**src/rtl/activation_pkg.sv**
```systemverilog
// activation_pkg: shared mode/segment types and fixed-point helpers
// for the activation_multi_mode pipeline.
package activation_pkg;

  typedef enum logic [1:0] {
    ACT_BYPASS  = 2'b00,
    ACT_RELU    = 2'b01,
    ACT_TANH    = 2'b10,
    ACT_SIGMOID = 2'b11
  } act_mode_e;

  typedef enum logic [1:0] {
    SEG_LOW  = 2'b00,
    SEG_MID  = 2'b01,
    SEG_HIGH = 2'b10
  } seg_e;

  localparam int DEF_FRAC_BITS = 4;

  function automatic int fx_one(input int frac);
    return 1 << frac;
  endfunction

  function automatic int fx_half(input int frac);
    return 1 << (frac - 1);
  endfunction

  function automatic int fx_quarter(input int frac);
    return 1 << (frac - 2);
  endfunction

endpackage

```
**src/rtl/activation_multi_mode_if.sv**
```systemverilog
// activation_multi_mode_if: input/output beat streams with
// valid/ready handshake plus job/mode sideband.
interface activation_multi_mode_if #(
  parameter int NUM_LANES = 16,
  parameter int DWIDTH    = 8,
  parameter int CNT_W     = 16
);

  logic                        enable_activation;
  logic [1:0]                  activation_type;
  logic [CNT_W-1:0]            num_vectors;
  logic                        in_data_available;
  logic                        in_ready;
  logic [NUM_LANES*DWIDTH-1:0] inp_data;
  logic [NUM_LANES-1:0]        validity_mask;
  logic [NUM_LANES*DWIDTH-1:0] out_data;
  logic                        out_data_available;
  logic                        out_ready;
  logic                        done_activation;

  modport master (
    output enable_activation,
    output activation_type,
    output num_vectors,
    output in_data_available,
    input  in_ready,
    output inp_data,
    output validity_mask,
    input  out_data,
    input  out_data_available,
    output out_ready,
    input  done_activation
  );

  modport slave (
    input  enable_activation,
    input  activation_type,
    input  num_vectors,
    input  in_data_available,
    output in_ready,
    input  inp_data,
    input  validity_mask,
    output out_data,
    output out_data_available,
    input  out_ready,
    output done_activation
  );

endinterface

```
**src/rtl/activation_multi_mode_lane.sv**
```systemverilog
// act_lane: one lane of the S2 datapath (mode, x, |x|, segment, mask -> y).
// ACT_LEAKY_RELU_EN makes ReLU pass x>>>3 for negative inputs.
module act_lane
  import activation_pkg::*;
#(
  parameter int DWIDTH    = 8,
  parameter int FRAC_BITS = 4
) (
  input  act_mode_e                i_mode,
  input  logic signed [DWIDTH-1:0] i_x,
  input  logic [DWIDTH-1:0]        i_ax,
  input  seg_e                     i_seg,
  input  logic                     i_mask,
  output logic [DWIDTH-1:0]        o_y
);

  localparam int W = DWIDTH + 2;

  localparam logic signed [W-1:0] ONE_W =
    W'(fx_one(FRAC_BITS));
  localparam logic signed [W-1:0] HALF_W =
    W'(fx_half(FRAC_BITS));
  localparam logic signed [W-1:0] QUART_W =
    W'(fx_quarter(FRAC_BITS));
  localparam logic signed [W-1:0] MAX_W =
    W'((1 << (DWIDTH - 1)) - 1);
  localparam logic signed [W-1:0] MIN_W = ~MAX_W;

  logic signed [W-1:0] w_x;
  logic signed [W-1:0] w_ax;
  logic signed [W-1:0] w_mag;
  logic signed [W-1:0] w_res;

  always_comb begin
    w_x   = {{2{i_x[DWIDTH-1]}}, i_x};
    w_ax  = {2'b00, i_ax};
    w_mag = w_ax;
    w_res = w_x;

    // tanh magnitude from the segment chosen in S1
    unique case (i_seg)
      SEG_MID:  w_mag = (w_ax >>> 1) + QUART_W;
      SEG_HIGH: w_mag = ONE_W;
      default:  w_mag = w_ax;
    endcase

    unique case (i_mode)
      ACT_BYPASS: w_res = w_x;
      ACT_RELU: begin
        if (!i_x[DWIDTH-1]) begin
          w_res = w_x;
        end else begin
`ifdef ACT_LEAKY_RELU_EN
          w_res = w_x >>> 3;
`else
          w_res = '0;
`endif
        end
      end
      ACT_TANH: begin
        w_res = i_x[DWIDTH-1] ? -w_mag : w_mag;
      end
      ACT_SIGMOID: begin
        unique case (i_seg)
          SEG_LOW:  w_res = '0;
          SEG_HIGH: w_res = ONE_W;
          default:  w_res = HALF_W + (w_x >>> 3);
        endcase
      end
      default: w_res = w_x;
    endcase

    if (w_res > MAX_W) begin
      w_res = MAX_W;
    end else if (w_res < MIN_W) begin
      w_res = MIN_W;
    end

    o_y = i_mask ? w_res[DWIDTH-1:0] : '0;
  end

endmodule

```
**src/rtl/activation_multi_mode.sv**
```systemverilog
// activation_multi_mode: 2-stage valid/ready activation pipeline with
// job counter and done pulse. ACT_LEAKY_RELU_EN selects leaky ReLU.
module activation_multi_mode
  import activation_pkg::*;
#(
  parameter int NUM_LANES = 16,
  parameter int DWIDTH    = 8,
  parameter int FRAC_BITS = 4,
  parameter int CNT_W     = 16
) (
  input logic                   clk,
  input logic                   reset,
  activation_multi_mode_if.slave bus
);

  localparam int ONE  = fx_one(FRAC_BITS);
  localparam int HALF = fx_half(FRAC_BITS);

  localparam logic signed [DWIDTH-1:0] X_MIN =
    {1'b1, {(DWIDTH-1){1'b0}}};
  localparam logic [DWIDTH-1:0] AX_MAX =
    {1'b0, {(DWIDTH-1){1'b1}}};

  logic                        w_stall;
  logic                        w_accept;
  logic                        w_out_xfer;
  act_mode_e                   w_mode;
  logic [CNT_W-1:0]            w_nv;
  logic                        w_last;
  logic [NUM_LANES*DWIDTH-1:0] w_y;

  logic                        r_s1_valid;
  act_mode_e                   r_s1_mode;
  logic [NUM_LANES-1:0]        r_s1_mask;
  logic                        r_s1_last;

  logic                        r_out_valid;
  logic [NUM_LANES*DWIDTH-1:0] r_out_data;
  logic                        r_out_last;

  logic [CNT_W-1:0]            r_cnt;
  logic [CNT_W-1:0]            r_nv;

  assign w_stall      = r_out_valid && !bus.out_ready;
  assign bus.in_ready = !w_stall || !r_s1_valid;
  assign w_accept     = bus.in_data_available && bus.in_ready;
  assign w_out_xfer   = r_out_valid && bus.out_ready;

  assign bus.out_data           = r_out_data;
  assign bus.out_data_available = r_out_valid;
  assign bus.done_activation    = w_out_xfer && r_out_last;

  assign w_mode = bus.enable_activation ?
                  act_mode_e'(bus.activation_type) :
                  ACT_BYPASS;

  // job length is latched on the first beat of each job only
  always_comb begin
    w_nv = r_nv;
    if (r_cnt == '0) begin
      w_nv = (bus.num_vectors == '0) ?
             CNT_W'(1) : bus.num_vectors;
    end
    w_last = ({1'b0, r_cnt} + 1'b1) == {1'b0, w_nv};
  end

  always_ff @(posedge clk) begin
    if (reset) begin
      r_cnt <= '0;
      r_nv  <= '0;
    end else if (w_accept) begin
      r_nv  <= w_nv;
      r_cnt <= w_last ? '0 : r_cnt + 1'b1;
    end
  end

  always_ff @(posedge clk) begin
    if (reset) begin
      r_s1_valid <= 1'b0;
      r_s1_mode  <= ACT_BYPASS;
      r_s1_mask  <= '0;
      r_s1_last  <= 1'b0;
    end else if (bus.in_ready) begin
      r_s1_valid <= bus.in_data_available;
      if (w_accept) begin
        r_s1_mode <= w_mode;
        r_s1_mask <= bus.validity_mask;
        r_s1_last <= w_last;
      end
    end
  end

  for (genvar g = 0; g < NUM_LANES; g++) begin : g_lane
    logic signed [DWIDTH-1:0] w_x;
    logic [DWIDTH-1:0]        w_ax;
    seg_e                     w_seg;
    logic signed [DWIDTH-1:0] r_x;
    logic [DWIDTH-1:0]        r_ax;
    seg_e                     r_seg;

    assign w_x  = bus.inp_data[g*DWIDTH +: DWIDTH];
    assign w_ax = (w_x == X_MIN) ? AX_MAX :
                  w_x[DWIDTH-1] ? $unsigned(-w_x) :
                  $unsigned(w_x);

    always_comb begin
      w_seg = SEG_LOW;
      unique case (w_mode)
        ACT_TANH: begin
          if (int'(w_ax) >= ONE + HALF) begin
            w_seg = SEG_HIGH;
          end else if (int'(w_ax) >= HALF) begin
            w_seg = SEG_MID;
          end
        end
        ACT_SIGMOID: begin
          unique case (1'b1)
            (int'(w_x) >= 4 * ONE):  w_seg = SEG_HIGH;
            (int'(w_x) <= -4 * ONE): w_seg = SEG_LOW;
            default:                 w_seg = SEG_MID;
          endcase
        end
        default: w_seg = SEG_LOW;
      endcase
    end

    always_ff @(posedge clk) begin
      if (reset) begin
        r_x   <= '0;
        r_ax  <= '0;
        r_seg <= SEG_LOW;
      end else if (w_accept) begin
        r_x   <= w_x;
        r_ax  <= w_ax;
        r_seg <= w_seg;
      end
    end

    act_lane #(
      .DWIDTH    (DWIDTH),
      .FRAC_BITS (FRAC_BITS)
    ) u_lane (
      .i_mode (r_s1_mode),
      .i_x    (r_x),
      .i_ax   (r_ax),
      .i_seg  (r_seg),
      .i_mask (r_s1_mask[g]),
      .o_y    (w_y[g*DWIDTH +: DWIDTH])
    );
  end

  always_ff @(posedge clk) begin
    if (reset) begin
      r_out_valid <= 1'b0;
      r_out_data  <= '0;
      r_out_last  <= 1'b0;
    end else if (!w_stall) begin
      r_out_valid <= r_s1_valid;
      if (r_s1_valid) begin
        r_out_data <= w_y;
        r_out_last <= r_s1_last;
      end
    end
  end

endmodule

```
**src/flat_wrapper.sv**
```systemverilog
// flat-port wrapper written by rule: the top's interface ports become plain ports
module activation_multi_mode_flat import activation_pkg::*;
#(
  parameter int NUM_LANES = 16,
  parameter int DWIDTH    = 8,
  parameter int FRAC_BITS = 4,
  parameter int CNT_W     = 16
)
  (clk, reset, bus_enable_activation, bus_activation_type, bus_num_vectors, bus_in_data_available, bus_in_ready, bus_inp_data, bus_validity_mask, bus_out_data, bus_out_data_available, bus_out_ready, bus_done_activation);
  activation_multi_mode_if #(.NUM_LANES(NUM_LANES), .DWIDTH(DWIDTH), .CNT_W(CNT_W)) bus_i ();
  input logic clk;
  input logic reset;
  input wire logic [$bits(bus_i.enable_activation)-1:0] bus_enable_activation;
  input wire logic [$bits(bus_i.activation_type)-1:0] bus_activation_type;
  input wire logic [$bits(bus_i.num_vectors)-1:0] bus_num_vectors;
  input wire logic [$bits(bus_i.in_data_available)-1:0] bus_in_data_available;
  output wire logic [$bits(bus_i.in_ready)-1:0] bus_in_ready;
  input wire logic [$bits(bus_i.inp_data)-1:0] bus_inp_data;
  input wire logic [$bits(bus_i.validity_mask)-1:0] bus_validity_mask;
  output wire logic [$bits(bus_i.out_data)-1:0] bus_out_data;
  output wire logic [$bits(bus_i.out_data_available)-1:0] bus_out_data_available;
  input wire logic [$bits(bus_i.out_ready)-1:0] bus_out_ready;
  output wire logic [$bits(bus_i.done_activation)-1:0] bus_done_activation;
  assign bus_i.enable_activation = bus_enable_activation;
  assign bus_i.activation_type = bus_activation_type;
  assign bus_i.num_vectors = bus_num_vectors;
  assign bus_i.in_data_available = bus_in_data_available;
  assign bus_in_ready = bus_i.in_ready;
  assign bus_i.inp_data = bus_inp_data;
  assign bus_i.validity_mask = bus_validity_mask;
  assign bus_out_data = bus_i.out_data;
  assign bus_out_data_available = bus_i.out_data_available;
  assign bus_i.out_ready = bus_out_ready;
  assign bus_done_activation = bus_i.done_activation;
  activation_multi_mode #(.NUM_LANES(NUM_LANES), .DWIDTH(DWIDTH), .FRAC_BITS(FRAC_BITS), .CNT_W(CNT_W)) u_core (.clk(clk), .reset(reset), .bus(bus_i));
endmodule
```
**config.mk**
```make
export PLATFORM = sky130hd
export DESIGN_NAME = activation_multi_mode_flat
export DESIGN_NICKNAME = d
export VERILOG_FILES = /design/src/rtl/activation_pkg.sv /design/src/rtl/activation_multi_mode_if.sv /design/src/rtl/activation_multi_mode_lane.sv /design/src/rtl/activation_multi_mode.sv /design/src/flat_wrapper.sv
export SDC_FILE = /design/constraint.sdc
export NUM_CORES = 2
export LEC_CHECK = 0
export ABC_AREA = 1
export CORE_UTILIZATION = 50
export DETAILED_ROUTE_END_ITERATION = 7
export HOLD_SLACK_MARGIN = 0.1
export PLACE_DENSITY = 0.71
export SLEW_MARGIN = 20
export SYNTH_ARGS = -nofsm -noshare
export SYNTH_HDL_FRONTEND = slang
export SYNTH_HIERARCHICAL = 1
export SYNTH_SLANG_ARGS = --single-unit
```
**constraint.sdc**
```tcl
create_clock -name clk -period 6.34 [get_ports clk]
set_input_delay 1.585 -clock clk [delete_from_list [all_inputs] [get_ports clk]]
set_output_delay 1.585 -clock clk [all_outputs]
set_load 0.1 [all_outputs]
```
==> results.md <==
* Achievable Freq at 0.200 GHz
* Pre-Repair DR Iteration Count at 6
* Startpoint Class: input port
* Share of the synthesized area in the top cell type at 0.278
* Switching part of the total at 0.350
* Path type of the worst setup path: input port to output pin
* Combinational share of power at 0.258
* Post-synth top area cell: dfxtp_1
* Area Growth Syn to Fin at 15.5%
* Worst skew pair latency at a little over 0.6 ns
* Detailed Route WL at 95.1 mm
* Initial Util at 0.505
* Crit path cell chain: clkdlybuf4s50_1 > inv_1 > nand3_1 > clkdlybuf4s50_1
* Most frequent cell after synthesis: nand2_1
* Cells after synthesis at 5416
* Fill cells at 6730
* Netlist cell types at 45
* GR Overflow Total at 0
* First-pass GRT wire length at 155 mm
* Leak Pwr at 0.0173 uW
* Critical-path top delay cell: clkdlybuf4s50_1
* Clock slew at reported path FFs at 0.06 ns
* Final Cycle Share at 0.788
* Final setup viols at 0
* Via density at between 5 and 6
* Die ar. at just under 70000 um2
* Status: finished, final reports clean
* Largest net degree at the start of global routing at ~230
* HP Class: flip-flop to flip-flop
* Most used cell, CP: clkdlybuf4s50_1
* CTS buffer count at 56
* Final hold violation count at 0
* Crit path max fanout at 3
* CP Capture Type: output pin
* Sequential Area at 9410 um2
* Core Region at 67000 um2
* Num rows at 95
* Number of gates resized after CTS at 0
* Clock Tree Buf Depth at 3
* Slew headroom at 0.283
* Multi-input logic area at 20900 um2
* Post-Syn Nets at approximately 5.7k
* Vias in the first global route at approximately 32k
* Post-synth top cells: nand2_1, nor2_1, inv_1
* Cell Int Power at 5810 uW
* DR iter-0 viols at 2433
* Post-CTS setup buffers at 0
* CTS tree: yes
* Worst EP required at 4.76 ns
* Max VDD drop at between 200 and 250 uV
* Critical path data arrival time at about 3.4 ns
* Number of synthesized register bits at 470
* Post-synth EDFFs at 0
* Clk pwr share at 0.365
* CTS Root Cell: clkbuf_16
* Share of the core filled with cells at 0.583
* Ys async rst share at 0
* WL per Instance at 14.6 um
* Gpl congestion at 0.923
* Final HPWL DP at 67.8 mm
* ANT nets after route at 0
* # clock sinks at 470
* Synth Flop Type: dfxtp_1
* Fin crit period at 4.99 ns
* Final Max Tran Viols at 0
* Vias at around 35k
* YS warnings at 6
* Port Buffers at 297
* Pwr dens at 229 nW/um2
* IO Count at 298
* Avg Synthesized Cell Area at 6.25 um2
* Maxcap violations at 0
* Chip Height at 262 um
* Die W at roughly 260 um
* Ranking of synthesized cells by area: dfxtp_1, nand2_1, nor2_1, o21ai_0, inv_1
* Cts hold-fix bufs at 0
* Proportion of layout cells with a drive suffix above 1 at 0.0872
* RSZ-0062 raised after global routing: false
* Seq/Total Area, Yosys at 0.278
* Cell Area, Synth at 33800 um2
* Nets@finish at 5873
* Residual DRC at 0
* H-tree level count at 2
* All-layer global routing usage at 0.270
* Antenna violations before repair at 2
* Post-Route Setup TNS at 0 ns
* Final Skew at 0.0146 ns
* P_sw at 3120 uW
* Worst slew pin tran at 1.07 ns
* Max incr delay on CP at 1.16 ns
* Register share of total power at 0.376
-- registers in the layout, indices dropped and copies added (netlist names) --
name and cells:
u_core/r_s1_valid 1, u_core/r_s1_mask 16, u_core/bus.out_data_available 1, u_core/r_nv 16, u_core/bus.out_data 128, u_core/g_lane.r_ax 128
u_core/g_lane.r_seg 32, u_core/r_s1_last 1, u_core/r_cnt 16, u_core/r_s1_mode 2, u_core/g_lane.r_x 128, u_core/r_out_last 1
-- cell families (layout without fill, tap and decap cells) --
group	Yosys count	after routing	share of synthesized area
other	0	1	0
adders and majority gates	130	130	0.0481
xor gates and xnor gates	38	38	0.00984
AOI/OAI and AO/OA	1122	1122	0.189
buffers and inverters	899	1101	0.104
DFF	470	470	0.278
and+or+nand+nor	2757	2757	0.372
-- layer usage --
layer / GRT usage / share of wire
met4: 0.0893 / 0.028
met1: 0.342 / 0.44
met5: 0 / 0.00022
met2: 0.471 / 0.48
met3: 0.0325 / 0.053
-- power by group through the flow --
stage	clock network (uW)	registers, uW	logic (uW)
final	3270	3360	2310
after global routing	3450	3390	2560
after CTS	3340	3360	2300
after detailed placement	0	3420	2290
after global placement	0	3420	2250
after floorplan	0	3760	1360
-- metrics by stage --
stage	instances	area (um2)	setup WS (ns)	total power (uW)	hold slack (ns)
floorplan	5416	33800	1.87	5120	0.442
global placement	6391	37200	1.36	5670	0.451
detailed placement	6391	37200	1.35	5710	0.463
CTS	6491	39100	1.34	9000	0.472
global route	6491	39100	1.28	9400	0.496
finish	6492	39100	1.35	8940	0.473
-- worst paths after layout --
path	to	from	cells past startpoint	slack (ns)
worst min register to register	u_core/r_s1_last$_SDFFE_PP0P_	u_core/r_s1_last$_SDFFE_PP0P_	2	0.47
worst min-delay path	u_core/r_s1_last$_SDFFE_PP0P_	u_core/r_s1_last$_SDFFE_PP0P_	2	0.47
worst max register to register	u_core/bus.out_data[18]$_SDFFE_PP0P_	u_core/r_s1_mode[1]$_SDFFE_PP0P_	12	3.34
worst max-delay path	bus_in_ready	bus_out_ready	4	1.35
-- placed cells by master (no fill, tap or decap), drive strengths merged, types with 31 or more instances in the layout --
cell | netlist | layout
nand2 | 1163 | 1163
inv | 670 | 672
clkbuf | 168 | 75
xor2 | 36 | 36
nand4 | 52 | 52
dfxtp | 470 | 470
o211ai | 33 | 33
clkinv | 19 | 31
clkdlybuf4s50 | 0 | 296
or2 | 43 | 43
o221ai | 49 | 49
nor3 | 87 | 87
a31oi | 39 | 39
nor2 | 938 | 938
o21ai | 593 | 593
a21oi | 337 | 337
nand3 | 458 | 458
ha | 130 | 130
-- critical path, delay by kind of cell --
kind	cells	cell delay, ns
buf+inv	3	1.68
simple gates	1	0.15
-- cell type report --
class	count	area share
clock inverters	25	0.00644
inverters	689	0.0673
multi-input cells	4047	0.536
well taps	873	0.0280
repair buffers	312	0.0802
flip-flops and latches	470	0.241
clock buffers	75	0.0408
diodes	1	0.0000641
(Power assumes the default switching activity.)
